## config.mk

```make
export PLATFORM = sky130hd
export DESIGN_NAME = seg_pipe_adder
export DESIGN_NICKNAME = d
export VERILOG_FILES = /design/src/rtl/adder_pkg.sv /design/src/rtl/adder_seg_stage.sv /design/src/rtl/seg_pipe_adder.sv
export SDC_FILE = /design/constraint.sdc
export NUM_CORES = 1
export LEC_CHECK = 0
export ABC_CLOCK_PERIOD_IN_PS = 3400
export CAP_MARGIN = 20
export CORE_ASPECT_RATIO = 1.1
export CORE_MARGIN = 1
export CORE_UTILIZATION = 40
export DETAILED_ROUTE_END_ITERATION = 10
export PLACE_DENSITY = 0.73
export SYNTH_ARGS = -nofsm -noshare
export SYNTH_HDL_FRONTEND = slang
export SYNTH_SLANG_ARGS = --single-unit
export TNS_END_PERCENT = 20
```

## constraint.sdc

```tcl
create_clock -name clk -period 3.4 [get_ports clk]
set_clock_uncertainty 0.2 [all_clocks]
set_input_delay 0.68 -clock clk [delete_from_list [all_inputs] [get_ports clk]]
set_output_delay 0.68 -clock clk [all_outputs]
set_load 0.01 [all_outputs]
```

## src/rtl/adder_pkg.sv

```systemverilog
// Shared constants and sizing helpers for the segmented pipelined adder.
package adder_pkg;

  localparam int WA_DEFAULT   = 57;
  localparam int WB_DEFAULT   = 16;
  localparam int NSEG_DEFAULT = 3;

  localparam logic EXT_ZERO = 1'b0;
  localparam logic EXT_SIGN = 1'b1;

  function automatic int seg_width(input int width, input int nseg);
    return (width + nseg - 1) / nseg;
  endfunction

  // Width actually owned by segment k; 0 once the segments run past the result.
  function automatic int seg_bits(input int width, input int segw, input int k);
    int lo;
    lo = k * segw;
    if (lo >= width) return 0;
    if (width - lo < segw) return width - lo;
    return segw;
  endfunction

endpackage

```

## src/rtl/adder_seg_stage.sv

```systemverilog
// One pipeline stage: adds its segment of the operands plus the incoming carry,
// registers the partially-complete result, remaining operand bits and carry-out.
module adder_seg_stage #(
  parameter int W  = 58,
  parameter int LO = 0,
  parameter int SW = 20
) (
  input  logic         clk,
  input  logic         rst_n,
  input  logic         up_valid,
  output logic         up_ready,
  input  logic [W-1:0] up_acc,
  input  logic [W-1:0] up_b,
  input  logic         up_carry,
  output logic         dn_valid,
  input  logic         dn_ready,
  output logic [W-1:0] dn_acc,
  output logic [W-1:0] dn_b,
  output logic         dn_carry
);

  logic         valid_reg;
  logic [W-1:0] acc_reg;
  logic [W-1:0] b_reg;
  logic         carry_reg;
  logic [W-1:0] acc_next;
  logic         carry_next;

  assign up_ready = !valid_reg || dn_ready;

  generate
    if (SW > 0) begin : g_add
      logic [SW:0] seg_sum;

      assign seg_sum = {1'b0, up_acc[LO +: SW]} + {1'b0, up_b[LO +: SW]}
                     + {{SW{1'b0}}, up_carry};

      // acc carries finished low bits below LO and untouched A bits above.
      always_comb begin
        acc_next             = up_acc;
        acc_next[LO +: SW]   = seg_sum[SW-1:0];
      end

      assign carry_next = seg_sum[SW];
    end else begin : g_pass
      logic unused_carry;

      assign unused_carry = up_carry;
      assign acc_next     = up_acc;
      assign carry_next   = 1'b0;
    end
  endgenerate

  always_ff @(posedge clk) begin
    if (!rst_n) begin
      valid_reg <= 1'b0;
      acc_reg   <= '0;
      b_reg     <= '0;
      carry_reg <= 1'b0;
    end else if (up_ready) begin
      valid_reg <= up_valid;
      if (up_valid) begin
        acc_reg   <= acc_next;
        b_reg     <= up_b;
        carry_reg <= carry_next;
      end
    end
  end

  assign dn_valid = valid_reg;
  assign dn_acc   = acc_reg;
  assign dn_b     = b_reg;
  assign dn_carry = carry_reg;

endmodule

```

## src/rtl/seg_pipe_adder.sv

```systemverilog
// Pipelined WA+1-bit adder of unsigned A and zero/sign-extended B, split into
// NSEG carry-chain segments with one register stage each and valid/ready flow.
module seg_pipe_adder
  import adder_pkg::*;
#(
  parameter int WA   = WA_DEFAULT,
  parameter int WB   = WB_DEFAULT,
  parameter int NSEG = NSEG_DEFAULT
) (
  input  logic          clk,
  input  logic          rst_n,
  input  logic          in_valid,
  output logic          in_ready,
  input  logic [WA-1:0] a,
  input  logic [WB-1:0] b,
  input  logic          b_sext,
  output logic          out_valid,
  input  logic          out_ready,
  output logic [WA:0]   sum
);

  localparam int W    = WA + 1;
  localparam int SEGW = seg_width(W, NSEG);

  logic [W-1:0] acc_s [NSEG+1];
  logic [W-1:0] b_s   [NSEG+1];
  logic [NSEG:0] carry_s;
  logic [NSEG:0] valid_s;
  logic [NSEG:0] ready_s;

  assign acc_s[0]      = {1'b0, a};
  assign b_s[0]        = {{(W-WB){(b_sext == EXT_SIGN) & b[WB-1]}}, b};
  assign carry_s[0]    = 1'b0;
  assign valid_s[0]    = in_valid;
  assign ready_s[NSEG] = out_ready;
  assign in_ready      = ready_s[0];

  genvar gi;
  generate
    for (gi = 0; gi < NSEG; gi++) begin : g_stage
      localparam int LO = gi * SEGW;
      localparam int SW = seg_bits(W, SEGW, gi);

      adder_seg_stage #(
        .W  (W),
        .LO (LO),
        .SW (SW)
      ) u_stage (
        .clk      (clk),
        .rst_n    (rst_n),
        .up_valid (valid_s[gi]),
        .up_ready (ready_s[gi]),
        .up_acc   (acc_s[gi]),
        .up_b     (b_s[gi]),
        .up_carry (carry_s[gi]),
        .dn_valid (valid_s[gi+1]),
        .dn_ready (ready_s[gi+1]),
        .dn_acc   (acc_s[gi+1]),
        .dn_b     (b_s[gi+1]),
        .dn_carry (carry_s[gi+1])
      );
    end
  endgenerate

  // The final carry-out is the wrapped-off bit; remaining operand bits are spent.
  logic unused_tail;
  assign unused_tail = ^{b_s[NSEG], carry_s[NSEG]};

  assign sum       = acc_s[NSEG];
  assign out_valid = valid_s[NSEG];

endmodule

```

==> results of run 1 <==
## cell type report
| class | count | area, um^2 | share of cell area (%) |
|---|---|---|---|
| clock buffer | 18 | 439.2 | 3.925 |
| clock inverter | 14 | 158.9 | 1.420 |
| inverter | 19 | 73.82 | 0.6598 |
| multi-input combinational | 868 | 4940 | 44.15 |
| sequential | 179 | 3583 | 32.03 |
| tap | 295 | 369.1 | 3.299 |
| timing repair buffer | 164 | 1624 | 14.52 |
## worst min-delay path by stage
| stage | to | cells past startpoint |
|---|---|---|
| after floorplan | g_stage[2].u_stage.dn_acc[57] | 2 |
| after global placement | g_stage[1].u_stage.dn_acc[52] | 2 |
| after detailed placement | g_stage[2].u_stage.dn_acc[54] | 2 |
| after CTS | g_stage[2].u_stage.dn_acc[14] | 2 |
| after global routing | g_stage[2].u_stage.dn_acc[45] | 2 |
| final | g_stage[2].u_stage.dn_acc[14] | 2 |
## flip-flops by register name, summed over array words and instances, names as in the netlist
| register | cells |
|---|---|
| g_stage.u_stage.dn_valid | 3 |
| g_stage.u_stage.dn_carry | 2 |
| g_stage.u_stage.dn_b | 2 |
| g_stage.u_stage.dn_acc | 172 |
## per-stage QoR
step	instances	setup slack (ns)
final	1557	0.08469
after global routing	1557	0.006020
after CTS	1557	0.07284
after detailed placement	1525	0.004997
after global placement	1525	0.03500
after floorplan	1184	0.4143
## placed cells by master, fill, tap and decap left out, drive strengths merged, types with 16 or more instances in the layout
cell           netlist  layout
a211oi              16      16
buf                 68      27
a21oi              185     185
dfxtp              179     179
nand3               30      30
inv                 19      28
clkbuf              50      18
clkdlybuf4s50        0     137
o21ai               54      54
xnor2               26      26
nor2                45      45
ha                  55      55
nand2              312     312
## power by group
part           switching (mW)  internal, mW  total (mW)
registers              0.0484          2.18        2.23
clock network           0.923          1.07        1.99
logic                   0.347         0.288       0.636
total                    1.32          3.54        4.85
## worst max-delay path, cell delays in order
cell and delay, ns:
clkdlybuf4s50_1 0.45, nor2b_1 0.52, nand3_1 0.21, clkdlybuf4s50_1 0.57
## layer usage
layer	GRT usage [%]	part of all wire [%]	routed length, um	vias to the layer above
met3	4.237	4.2	929	23
met1	24.38	47	10380	3726
met4	5.256	1.3	291	0
met2	30.93	47	10260	165
met5	0	0	0	-
li1	-	-	-	4133
## cell families (layout without fill, tap and decap cells)
| logic type | count (synthesis) | after routing | share of synthesized area [%] |
|---|---|---|---|
| AOI/OAI and AO/OA | 321 | 321 | 20.27 |
| and+or+nand+nor | 446 | 446 | 20.38 |
| DFF | 179 | 179 | 38.81 |
| adders and majority gates | 60 | 60 | 8.538 |
| buffers and inverters | 137 | 215 | 8.023 |
| muxes | 4 | 4 | 0.4608 |
| xor gates and xnor gates | 37 | 37 | 3.510 |
==> results.py, run 1 <==
metrics = {
    "synthesis": {
        "synth_nets": 1322,
        "synthTopCellsByArea": "dfxtp_1, nand2_1, a21oi_1",
        "yosysUniqueCellTypes": 63,
        "syn-instance-count": 1184,
        "synth_edf_count": 0,
        "synth_top_cell_by_area": "dfxtp_1",
        "synth_seq_area_share_pct": 38.81,
        "avgSynthCellArea_um2": 7.798,
        "synth_seq_cells": 179,
        "yosys_warnings": 0,
        "synth_common_cells": "nand2_1, a21oi_1, dfxtp_1",
        "synth_flop_cell": "dfxtp_1",
        "synth.cell_area_um2": 9233,
        "synth_top_area_share_pct": 38.81,
        "yosysMostFrequentCell": "nand2_1",
        "async_flop_share_pct": 0,
    },
    "sta": {
        "rsz0062_at_grt": "no",
        "period_minus_slack_ns": 3.315,
        "setup-tns-final_ns": 0,
        "fin_crit_sh_pct": 97.51,
        "slew_headroom_pct": 56.99,
        "setup_violations": 0,
        "fmax_mhz": 301.6,
        "whs_ns": 0.2442,
        "drv_slew": 0,
        "tightest_slew_ns": 0.6452,
        "hold_violations": 0,
    },
    "routing": {
        "drt_iter0_drc": 450,
        "vias": 8047,
        "drt_pass1_iterations": 5,
        "ant_nets": 0,
        "detail_route.wl_per_cell_um": 14.04,
        "drc_errors": 0,
        "drt-total-wl_mm": 21.86,
        "vias_per_cell": 5.168,
    },
    "grt": {
        "overflow": 0,
        "grt_pass1_vias": 7709,
        "grt_first_pass_wirelength_mm": 36.26,
        "grt_util_all_layers_pct": 18.73,
        "grt_max_degree": 49,
        "antenna_found_initial": 0,
    },
    "floorplan": {
        "die_area_um2": 23690,
        "coreArea_um2": 22390,
        "num_rows": 57,
        "initial_core_util_pct": 41.23,
        "die_x_um": 146.9,
        "die_h_um": 161.3,
        "ios": 138,
    },
    "cts": {
        "htreeDepth": 4,
        "cts_buffer_depth": 2,
        "cts_made_buffers": 17,
        "clock_latency_ns": 0.43,
        "post_cts_resize_count": 0,
        "ctsHoldBuffers": 0,
        "cts_tree": "built",
        "root_buffer": "clkbuf_16",
        "post-cts-setup-buffers": 0,
        "cts_num_sinks": 179,
        "clkTransAtPathRegs_ns": 0.07,
    },
    "final_layout": {
        "n_antenna_cell": 0,
        "finalNetCount": 1387,
        "fin_area_um2": 11190,
        "fillers": 2202,
        "postLayoutCoreUtil_pct": 49.96,
        "final_layout_size_suffix_gt1_share_pct": 6.418,
        "area_growth_pct": 21.18,
    },
    "place": {
        "port_buffers": 137,
        "gp_congestion": 0.8923,
        "dpl_cell_area_um2": 10590,
        "hpwl_mm": 16.17,
    },
    "setup_path": {
        "required_ns": 2.52,
        "end_kind": "primary output",
        "r2r_slack_ns": 0.52,
        "r2r_end": "g_stage[1].u_stage.dn_carry",
        "crit_end": "in_ready",
        "r2r_start": "g_stage[0].u_stage.dn_b[16]",
        "crit_arrival_ns": 2.44,
        "worstRegToRegCells": 10,
        "worstSetupStartpoint": "out_ready",
        "path_class": "in2out",
        "startpoint_type": "input port",
        "path_max_fanout": 7,
    },
    "power": {
        "p_leak_nw": 4.157,
        "total_power_mw": 4.855,
        "ir_drop_mv": 0.3836,
        "p_per_area_nw_per_um2": 433.9,
    },
    "min_path": {
        "hp-class": "reg2reg",
        "worstHoldStart": "g_stage[1].u_stage.dn_acc[14]",
    },
    "run_status": {
        "status": "finished clean",
    },
    "job": {
        "maxCapViolCount": 0,
    },
}
(Power assumes the default switching activity.)
==> run 2, diff against run 1 <==
--- a/config.mk
+++ b/config.mk
@@ -12,6 +12,7 @@
 export CORE_UTILIZATION = 40
 export DETAILED_ROUTE_END_ITERATION = 10
 export PLACE_DENSITY = 0.73
+export RECOVER_POWER = 25
 export SYNTH_ARGS = -nofsm -noshare
 export SYNTH_HDL_FRONTEND = slang
 export SYNTH_SLANG_ARGS = --single-unit
==> run 2 against run 1 <==
  * Die area unchanged
  * Final area decreased by 0.13%
  * Clock-buffer cell count unchanged
  * Clock power about the same
  * Worst hold slack got worse by 0.0013 ns
  * Largest cell class unchanged
  * Largest power group unchanged
==> results.py, run 2 (synthesized netlist as in run 1, its figures left out) <==
metrics = {
    "final_layout": {
        "n_antenna_cell": 0,
        "layout_commonest_cell": "nand2_1",
        "final_layout_size_suffix_gt1_share_pct": 6.181,
        "fin_area_um2": 11170,
        "largest_reg_flops": 172,
        "fillers": 2208,
        "area_growth_pct": 21.02,
        "layout_common_cells": "nand2_1, a21oi_1, dfxtp_1",
        "register_area_um2": 3583,
        "finalNetCount": 1387,
        "multi_input_comb_area_um2": 4935,
    },
    "place": {
        "hpwl_mm": 16.17,
        "pre_cts_ws_ns": 0.004997,
        "dpl_cell_area_um2": 10590,
        "gp_congestion": 0.8923,
        "port_buffers": 137,
    },
    "run_status": {
        "status": "finished clean",
    },
    "sta": {
        "hold_violations": 0,
        "setup-tns-final_ns": 0,
        "period_minus_slack_ns": 3.244,
        "setup_violations": 0,
        "tightest_slew_ns": 1.267,
        "rsz0062_at_grt": "no",
        "slew_headroom_pct": 15.46,
        "fmax_mhz": 308.2,
        "drv_slew": 0,
        "fin_crit_sh_pct": 95.42,
        "layout_setup_ws_ns": 0.1556,
    },
    "setup_path": {
        "path_max_fanout": 7,
        "cp_common_cell": "clkdlybuf4s50_1",
        "startpoint_type": "input port",
        "critical_path.cell_chain": "clkdlybuf4s50_1 -> nor2b_1 -> nand3_1 -> clkdlybuf4s50_1",
        "crit_arrival_ns": 2.36,
        "crit_family": "buffers and inverters",
        "r2r_end": "g_stage[1].u_stage.dn_acc[33]",
        "worstRegToRegCells": 9,
        "max_stage_delay_ns": 0.57,
        "required_ns": 2.52,
        "r2r_slack_ns": 0.51,
        "path_buf_inv": 2,
        "path_class": "in2out",
        "r2r_start": "g_stage[0].u_stage.dn_b[16]",
        "slowest_stage": "clkdlybuf4s50_1",
        "end_kind": "primary output",
    },
    "routing": {
        "vias": 8063,
        "vias_per_cell": 5.179,
        "drt_iter0_drc": 437,
        "ant_nets": 0,
        "drt-total-wl_mm": 21.88,
        "detail_route.wl_per_cell_um": 14.05,
        "drc_errors": 0,
        "drt_pass1_iterations": 5,
    },
    "job": {
        "maxCapViolCount": 0,
    },
    "grt": {
        "grt_util_all_layers_pct": 18.73,
        "groute.layer.met3.usage_pct": 4.237,
        "overflow": 0,
        "grt_first_pass_wirelength_mm": 36.26,
        "busiest_layer": "met2",
        "grt.met2_usage_pct": 30.93,
        "grt_max_degree": 49,
        "use_met1_pct": 24.38,
        "grt_pass1_vias": 7709,
        "antenna_found_initial": 0,
    },
    "power": {
        "seq_power_share_pct": 45.8,
        "share_comb_of_total_power_pct": 13.0,
        "p_leak_nw": 4.332,
        "swShare_pct": 27.21,
        "p_switching_mw": 1.321,
        "ir_drop_mv": 0.3834,
        "p_int_mw": 3.533,
        "p_per_area_nw_per_um2": 434.4,
        "clkPwrFrac_pct": 41.1,
    },
    "floorplan": {
        "die_area_um2": 23690,
        "die_h_um": 161.3,
        "num_rows": 57,
        "ios": 138,
        "die_x_um": 146.9,
        "coreArea_um2": 22390,
        "initial_core_util_pct": 41.23,
    },
    "cts": {
        "root_buffer": "clkbuf_16",
        "ctsHoldBuffers": 0,
        "clock_latency_ns": 0.43,
        "cts_num_sinks": 179,
        "post_cts_resize_count": 0,
        "clkTransAtPathRegs_ns": 0.07,
        "htreeDepth": 4,
        "post-cts-setup-buffers": 0,
        "cts_tree": "built",
        "cts_made_buffers": 17,
        "cts_buffer_depth": 2,
    },
    "min_path": {
        "whs_path_depth": 2,
        "worstHoldStart": "g_stage[1].u_stage.dn_acc[14]",
        "min_to": "g_stage[2].u_stage.dn_acc[14]",
        "hp-class": "reg2reg",
    },
}
## run 2: cell count changes in the layout (fill, tap and decap cells not counted), sizes merged
| cell | previous run | this run |
|---|---|---|
| clkdlybuf4s50 | 137 | 85 |
| dlygate4sd3 | 0 | 52 |
| buf | 27 | 25 |
| clkbuf | 18 | 20 |
## run 2: power groups by stage
stage	clock network [mW]	registers, mW	logic, mW
global placement	0	2.27	0.626
finish	2.00	2.23	0.633
CTS	2.04	2.23	0.637
floorplan	0	2.26	0.407
detailed placement	0	2.27	0.634
global route	2.13	2.23	0.702
## run 2: cell type report
| type | count | area share (%) |
|---|---|---|
| inverter | 19 | 0.6383 |
| timing repair buffer | 164 | 14.47 |
| clock inverter | 14 | 1.422 |
| tap | 295 | 3.303 |
| multi-input combinational | 868 | 44.17 |
| clock buffer | 18 | 3.931 |
| sequential | 179 | 32.07 |
## run 2: worst max-delay path by stage
stage	from	end	depth (start not counted)
finish	out_ready	in_ready	4
global route	out_ready	in_ready	4
CTS	out_ready	in_ready	4
detailed placement	a[0]	g_stage[0].u_stage.dn_acc[12]	10
global placement	a[0]	g_stage[0].u_stage.dn_acc[12]	10
floorplan	g_stage[0].u_stage.dn_b[16]	g_stage[1].u_stage.dn_carry	10
## run 2: routing by layer
layer | up-vias | part of all wire [%]
li1 | 4128 | -
met1 | 3751 | 47
met2 | 160 | 47
met3 | 24 | 4.3
met4 | 0 | 1.4
met5 | - | 0
## run 2: through the flow
step	util (%)	instances	total power, mW	hold slack, ns
detailed placement	47.29	1525	2.908	0.2426
global placement	47.29	1525	2.897	0.2379
CTS	49.96	1557	4.901	0.2448
global route	49.89	1557	5.068	0.2610
floorplan	-	1184	2.667	0.2258
finish	49.89	1557	4.854	0.2429
## run 2: tightest hold or removal path, cell delays in order (launching register included)
cell and delay, ns:
dfxtp_1 0.31, nand2_1 0.05, a21oi_1 0.05
==> RTL edit (flow settings as in run 2) <==
Set the package constant `WB_DEFAULT` to 32 (it was 16).
--- a/src/rtl/adder_pkg.sv
+++ b/src/rtl/adder_pkg.sv
@@ -2,7 +2,7 @@
 package adder_pkg;
 
   localparam int WA_DEFAULT   = 57;
-  localparam int WB_DEFAULT   = 16;
+  localparam int WB_DEFAULT   = 32;
   localparam int NSEG_DEFAULT = 3;
 
   localparam logic EXT_ZERO = 1'b0;
Ports: changed (resized b); port bits go from 138 to 154. No check against the original RTL was run, so the function may have changed too.
==> RTL edit against run 2 <==
  * Final area rose by 6.3%
  * Area after synthesis up 6.7%
  * Critical endpoint is now g_stage[1].u_stage.dn_acc[34]
  * Power up 4.7%
  * Routed wire length is 15% higher
  * Worst setup slack improved by 0.35 ns
  * Largest cell class unchanged
  * Combinational power increased by 8.8%
  * Sequential cell count is 12 higher
  * The run now ends with max-capacitance violations, max-slew violations left
  * Largest power group unchanged
==> RTL edit: results (changes against run 2) <==
Placed design
  – DP Wirelength: 18260 microns (was 16170 microns)
  – I/O Buffers: 153 (was 137)
  – Routability cong.: 0.8640 (was 0.8923)
  – Area post-placement: 0.01129 sq mm (was 0.01059 sq mm)
  – Cell Count Post-Placement: 1603 (was 1525)
  – Setup WS pre-CTS: 0.1093 ns (was 0.004997 ns)

Cells and area
  – Layout cells sized above 1: 0.05643 (was 0.06181)
  – Nets@finish: 1471 (was 1387)
  – Fillers: 2356 (was 2208)

Synthesis
  – Post-synth net total: 1407 (was 1322)
  – Top post-synthesis cells by area: dfxtp_1 (39%), nand2_1 (12%), a21oi_1 (9.7%) (was dfxtp_1 (39%), nand2_1 (13%), a21oi_1 (10%))
  – Sequential area share after synthesis: 0.3883 (was 0.3881)
  – Netlist cell types: 66 (was 63)
  – Post-Synthesis Cells: 1253 (was 1184)
  – Post-synth top cells: nand2_1 (314), dfxtp_1 (191), a21oi_1 (190), clkbuf_1 (62), buf_4 (58) (was nand2_1 (312), a21oi_1 (185), dfxtp_1 (179), buf_4 (58), ha_1 (55))

Clocking
  – Setup bufs post-CTS: 0 (unchanged)
  – Clk slew on worst S/H paths: 0.07 ns (about the same)
  – Post-CTS sizing: 0 (unchanged)

Worst hold path
  – Hold path endpoint: g_stage[2].u_stage.dn_acc[46] (was g_stage[2].u_stage.dn_acc[14])
  – Min-delay src: g_stage[2].u_stage.dn_acc[46] (was g_stage[1].u_stage.dn_acc[14])

Route
  – DR vias: 8692 (was 8063)
  – Final WL: 25120 microns (was 21880 microns)
  – Starting DRT DRC Count: 415 (was 437)
  – Vias per cell: 5.310 (was 5.179)

Critical path
  – Worst setup path startpoint: rst_n (was out_ready)
  – Largest stage delay, worst path: 1.23 ns (was 0.57 ns)
  – Crit-path max FO: 53 (was 7)
  – CP Capture Point: g_stage[1].u_stage.dn_acc[34] (was in_ready)
  – CP top delay family: buffers and inverters (unchanged)
  – CP arrival: 3.02 ns (was 2.36 ns)
  – Crit path max-delay cell type: inv_1 (was clkdlybuf4s50_1)
  – FF-to-FF setup slack: 0.60 ns (was 0.51 ns)
  – Worst R2R End: g_stage[1].u_stage.dn_acc[30] (was g_stage[1].u_stage.dn_acc[33])
  – FF-to-FF Start: g_stage[0].u_stage.dn_acc[20] (was g_stage[0].u_stage.dn_b[16])

Power
  – Pleak: 0.004673 uW (was 0.004332 uW)
  – Peak supply drop: 0.0003167 V (was 0.0003834 V)

GRT
  – First-pass GRT wire length: 41250 microns (was 36260 microns)
  – Antenna violations before repair: 6 (was 0)
  – Largest net degree at the start of global routing: 54 (was 49)
  – Overall global routing resource usage: 0.2050 (was 0.1873)
  – Vias in the first global route: 8358 (was 7709)

STA
  – Fin Hold WS: 0.2487 ns (was 0.2429 ns)
  – Final slew viol count: 54 (was 0)
  – Worst rel slew slack: -0.1722 (was 0.1546)
  – Fmax: 0.3457 GHz (was 0.3082 GHz)

Flow run
  – Max Cap Viol: 1 (was 0)

Outcome
  – Outcome: finished with violations (was complete, no violations)
  – Failing checks: max-capacitance violations, max-slew violations
==> RTL edit: cell count changes after synthesis, moves of 6 or more <==
cell / run 2 / this run
nor3_1: 4 / 24
nand3_1: 30 / 49
a21o_1: 8 / 22
clkbuf_1: 50 / 62
dfxtp_1: 179 / 191
xnor2_1: 26 / 14
nor2_1: 45 / 35
o21ai_0: 44 / 36
o21a_1: 6 / 13
and3_1: 3 / 9
o21ai_1: 8 / 2
o31ai_1: 4 / 10
xor2_1: 11 / 5
==> RTL edit: logic make-up (layout without fill, tap and decap cells) <==
| family | after synthesis | in the layout | synth area share |
|---|---|---|---|
| DFF | 191 | 191 | 0.3883 |
| AOI/OAI and AO/OA | 346 | 346 | 0.2161 |
| and+or+nand+nor | 489 | 489 | 0.2170 |
| buffers and inverters | 144 | 220 | 0.07763 |
| adders and majority gates | 60 | 60 | 0.08004 |
| muxes | 4 | 4 | 0.004066 |
| xor gates and xnor gates | 19 | 19 | 0.01690 |
| other | 0 | 3 | 0 |
==> RTL edit: power breakdown <==
group | switching (uW) | internal [uW]
Combinational | 379 | 310
Clock | 952 | 1060
Sequential | 57.7 | 2330
==> RTL edit: per-layer routing <==
metal / global-route usage / wire [microns] / part of all wire
met5: 0 / 44 / 0.0018
met1: 0.2447 / 10910 / 0.43
met3: 0.05151 / 1231 / 0.049
met2: 0.3587 / 12570 / 0.50
met4: 0.05682 / 354 / 0.014
==> RTL edit: cell type report <==
class	count	area [sq um]	area share
sequential	191	3824	0.3221
inverter	15	56.30	0.004742
antenna	3	7.507	0.0006323
multi-input combinational	918	5288	0.4454
tap	305	381.6	0.03214
timing repair buffer	174	1728	0.1455
clock inverter	13	148.9	0.01254
clock buffer	18	439.2	0.03699
